$ cat config.mk
export PLATFORM = sky130hd
export DESIGN_NAME = prog_loader
export DESIGN_NICKNAME = d
export VERILOG_FILES = /design/src/rtl/prog_loader.sv
export SDC_FILE = /design/constraint.sdc
export NUM_CORES = 1
export LEC_CHECK = 0
export ABC_AREA = 0
export BUFFER_PORTS_ARGS = -buffer_cell sky130_fd_sc_hd__buf_2
export CAP_MARGIN = 15
export CORE_MARGIN = 2
export CORE_UTILIZATION = 35
export DETAILED_ROUTE_END_ITERATION = 12
export SETUP_SLACK_MARGIN = 0.3
export SYNTH_ARGS = -nofsm -noshare
export SYNTH_HDL_FRONTEND = slang
export SYNTH_SLANG_ARGS = --single-unit
$ cat constraint.sdc
create_clock -name clk -period 3 [get_ports clk]
set_clock_uncertainty 0.15 [all_clocks]
set_input_delay 0.3 -clock clk [delete_from_list [all_inputs] [get_ports clk]]
set_output_delay 0.3 -clock clk [all_outputs]
set_load 0.01 [all_outputs]
$ cat src/rtl/prog_loader.sv
// prog_loader: streams a length-prefixed program image into a RAM and releases the CPU
// once the image checksum matches.
//
// Stream format: length byte N, then N data bytes, then one checksum byte. The checksum
// is the 8-bit wrapping sum of the data bytes only; the length byte is not included.
//
// Ports:
//   clk        single clock, rising edge
//   reset      asynchronous, active-high reset
//   restart    reload request, honoured only after a load has finished (ok or error)
//   in_valid   incoming byte valid
//   in_data    incoming byte
//   in_ready   loader can accept a byte this cycle
//   write_req  one-cycle RAM write strobe, one cycle after each data byte transfer
//   w_addr     RAM write address (byte index, zero-extended)
//   w_data     RAM write data
//   cpu_hold   holds the CPU in reset; low only after a successful load
//   load_ok    last load completed with a matching checksum
//   load_err   last load failed its checksum
module prog_loader #(
    parameter int unsigned ADDR_W = 8,
    parameter int unsigned DATA_W = 8
) (
    input  logic              clk,
    input  logic              reset,
    input  logic              restart,
    input  logic              in_valid,
    input  logic [DATA_W-1:0] in_data,
    output logic              in_ready,
    output logic              write_req,
    output logic [ADDR_W-1:0] w_addr,
    output logic [DATA_W-1:0] w_data,
    output logic              cpu_hold,
    output logic              load_ok,
    output logic              load_err
);

    typedef enum logic [2:0] {
        StLen,
        StData,
        StCsum,
        StDone,
        StErr
    } state_e;

    state_e      state_q, state_d;
    logic [7:0]  len_q, len_d;
    logic [7:0]  idx_q, idx_d;
    logic [7:0]  sum_q, sum_d;
    logic              write_req_q, write_req_d;
    logic [ADDR_W-1:0] w_addr_q, w_addr_d;
    logic [DATA_W-1:0] w_data_q, w_data_d;
    logic        cpu_hold_q, cpu_hold_d;
    logic        load_ok_q, load_ok_d;
    logic        load_err_q, load_err_d;

    logic        xfer;
    logic [7:0]  in_byte;

    assign in_ready = (state_q == StLen) || (state_q == StData) || (state_q == StCsum);
    assign xfer     = in_valid && in_ready;
    // Length and checksum arithmetic is always 8 bits wide, whatever DATA_W is.
    assign in_byte  = 8'(in_data);

    always_comb begin
        state_d     = state_q;
        len_d       = len_q;
        idx_d       = idx_q;
        sum_d       = sum_q;
        write_req_d = 1'b0;
        w_addr_d    = w_addr_q;
        w_data_d    = w_data_q;

        case (state_q)
            StLen: begin
                if (xfer) begin
                    len_d   = in_byte;
                    idx_d   = 8'd0;
                    sum_d   = 8'd0;
                    state_d = (in_byte == 8'd0) ? StCsum : StData;
                end
            end
            StData: begin
                if (xfer) begin
                    sum_d       = sum_q + in_byte;
                    idx_d       = idx_q + 8'd1;
                    write_req_d = 1'b1;
                    w_addr_d    = ADDR_W'(idx_q);
                    w_data_d    = in_data;
                    // len_q is non-zero here, so len_q - 1 never wraps.
                    if (idx_q == len_q - 8'd1) begin
                        state_d = StCsum;
                    end
                end
            end
            StCsum: begin
                if (xfer) begin
                    state_d = (in_byte == sum_q) ? StDone : StErr;
                end
            end
            StDone, StErr: begin
                if (restart) begin
                    state_d = StLen;
                end
            end
            default: state_d = StLen;
        endcase

        // Status flags are registered copies of the next state so they are glitch-free.
        cpu_hold_d = (state_d != StDone);
        load_ok_d  = (state_d == StDone);
        load_err_d = (state_d == StErr);
    end

    always_ff @(posedge clk or posedge reset) begin
        if (reset) begin
            state_q     <= StLen;
            len_q       <= 8'd0;
            idx_q       <= 8'd0;
            sum_q       <= 8'd0;
            write_req_q <= 1'b0;
            w_addr_q    <= '0;
            w_data_q    <= '0;
            cpu_hold_q  <= 1'b1;
            load_ok_q   <= 1'b0;
            load_err_q  <= 1'b0;
        end else begin
            state_q     <= state_d;
            len_q       <= len_d;
            idx_q       <= idx_d;
            sum_q       <= sum_d;
            write_req_q <= write_req_d;
            w_addr_q    <= w_addr_d;
            w_data_q    <= w_data_d;
            cpu_hold_q  <= cpu_hold_d;
            load_ok_q   <= load_ok_d;
            load_err_q  <= load_err_d;
        end
    end

    assign write_req = write_req_q;
    assign w_addr    = w_addr_q;
    assign w_data    = w_data_q;
    assign cpu_hold  = cpu_hold_q;
    assign load_ok   = load_ok_q;
    assign load_err  = load_err_q;

endmodule
==> metrics.yaml <==
via_count: 1992
fp.dieW_um: 87.4
cts.sinks: 47
crit_path_top_delay_cell: "dfrtp_1"
clock_latency_ps: 300
antenna_found_initial: 0
setup_viol: 0
synth_top_area_share_pct: 47.3
intPower_mw: 1.53
post-synth-top-count-cell: "nand2_1"
power_frac_comb_pct: 40.9
power.switching_mw: 0.994
grt_pass1_vias: 1946
grt_pass1_wl_mm: 9.55
leakagePower_nw: 1.33
cts_max_level: 2
vdd_drop_max_mv: 0.422
fin_nets: 321
tns_ps: 0
holdWs_ps: 72.0
arrival_ps: 2440
rsz0062_at_grt: "false"
cts_made_buffers: 5
vias_per_cell: 5.24
max_freq_mhz: 419
max-slew-margin-rel_pct: 33.2
drtIter0Drc: 103
instances_no_fill: 380
drive_gt1_share_pct: 18.0
cp_top_family: "compound AO/OA/AOI/OAI gates"
gp_congestion: 0.818
postCtsHoldBufs: 0
syn_nets: 289
ctsResizeCount: 0
dieHeight_um: 87.4
synthCells: 267
finalCritPeriodShare_pct: 79.5
avgSynthCellArea_um2: 9.12
slew_viol_final: 0
max_stage_delay_ps: 420
coreArea_mm2: 0.00676
pwr-share-clk_pct: 16.8
endpoint_kind: "flop"
synth_seq_cells: 47
powerDensity_mw_per_mm2: 909
swShare_pct: 39.3
finalCriticalPeriod_ps: 2390
hold_class: "input port to async pin"
drt-total-wl_mm: 5.50
yosys-top-cells-count: "nand2_1, dfrtp_1, o21ai_0"
cp_num_buf_inv: 0
dp_hpwl_mm: 3.82
dr.pass1.iters: 4
cts_root_buf: "clkbuf_8"
crit_fanout: 3
yosys_warnings: 0
yosys.area.top_type: "dfrtp_1"
r2r_slack_ps: 610
outcome: "complete, no violations"
grt.total_usage_pct: 16.1
ant_nets: 0
rows: 30
cap_violations: 0
grt_start_max_net_pins: 48
timing.critical_path.from_type: "flop"
hold_viol: 0
io_buffers: 32
synth_edf_count: 0
path_class: "flop to flop"
cts_tree: "built"
clockBufferDepth: 2
dpl.cell_count: 372
sequentialPowerShare_pct: 42.2
crit_chain: "ha_1 > a21oi_1 > nor2b_1 > a311o_1 > o31ai_1 > mux2_2 > o311ai_1"
drc: 0
post_cts_buffers: 0
syn_to_final_growth_pct: 14.2
overflow: 0
synth_flop_cell: "dfrtp_1"
synth.distinct_cells: 35
antenna_cells: 0
synth-seq-area-share_pct: 48.4
syn_area_mm2: 0.00243
synth_area_leaders: "dfrtp_1, nand2_1, ha_1, o21ai_0, xnor2_1"
wl_per_cell_um: 14.5
clk_pin_slew_worst_paths_ps: 90
die_area_mm2: 0.00764
start_util_pct: 36.0
tightest_slew_ps: 1000
io_pins: 33
async_flop_share_pct: 100
cp.required_ps: 3060
[placed cells by master (no fill, tap or decap), types with 3 or more instances in the layout]
cell	count
nor2_1	15
o31ai_1	6
xor2_1	7
o21ai_0	20
nand3_1	8
mux2_2	7
buf_2	32
xnor2_1	10
nand2_1	76
nor4_1	6
a21o_1	4
nand3b_1	3
a21oi_1	8
ha_1	9
buf_4	3
nor3_1	3
clkbuf_8	7
dfrtp_1	46
inv_1	5
[path summary, 6_finish.rpt]
path                             from    endpoint  cells past startpoint
max                          sum_q[1]    sum_q[7]                      7
min                             reset   write_req                      2
max reg2reg                  sum_q[1]    sum_q[7]                      7
min reg2reg                 w_addr[4]   w_addr[4]                      2
max in group asynchronous       reset  state_q[0]                      2
min in group clk           in_data[6]   w_data[6]                      3
[final cells by class]
| class | count | area (um^2) |
|---|---|---|
| flip-flops and latches | 47 | 1180 |
| inverters | 7 | 26.3 |
| repair buffers | 35 | 183 |
| fillers | 699 | 3980 |
| clock buffers | 8 | 100 |
| multi-input cells | 203 | 1190 |
| well taps | 80 | 100 |
[power groups by stage]
stage | combinational [mW] | sequential [mW] | clock (mW)
2_1_floorplan | 0.764 | 1.05 | 0
3_3_place_gp | 1.03 | 1.08 | 0
3_5_place_dp | 1.05 | 1.08 | 0
4_1_cts | 1.05 | 1.07 | 0.436
5_1_grt | 1.18 | 1.11 | 0.461
6_report | 1.04 | 1.07 | 0.426
[registers in the layout (all words and copies together) (netlist names)]
register	flops
sum_q	8
state_q	3
load_ok	1
w_addr	8
w_data	8
cpu_hold	1
len_q	8
load_err	1
idx_q	8
write_req	1
[metal layers]
layer  global-route usage, %  share of wire [%]  vias to the layer above
li1                        -                  -                      971
met1                    22.4                 48                      975
met2                    25.6                 48                       41
met3                    2.84                2.9                        5
met4                    4.90                1.4                        0
met5                       0                  0                        -
[logic make-up after synthesis]
logic type               after synthesis  synth area share [%]
multiplexers                           7                  3.24
XOR/XNOR                              18                  6.78
adder cells (fa/ha/maj)               10                  5.45
flip-flops                            47                  48.4
buffers and inverters                 17                  2.62
AO/OA/AOI/OAI                         46                  11.8
AND/OR/NAND/NOR                      122                  21.8
[metrics by stage]
stage	util, %	area (um^2)	power (mW)	setup WS, ps
final	41.1	2780	2.53	614
after global routing	41.1	2780	2.75	451
after floorplan	-	2430	1.82	777
after CTS	41.1	2780	2.55	599
after global placement	39.7	2680	2.10	633
after detailed placement	39.7	2680	2.12	538
Power figures use the tool's default switching activity.
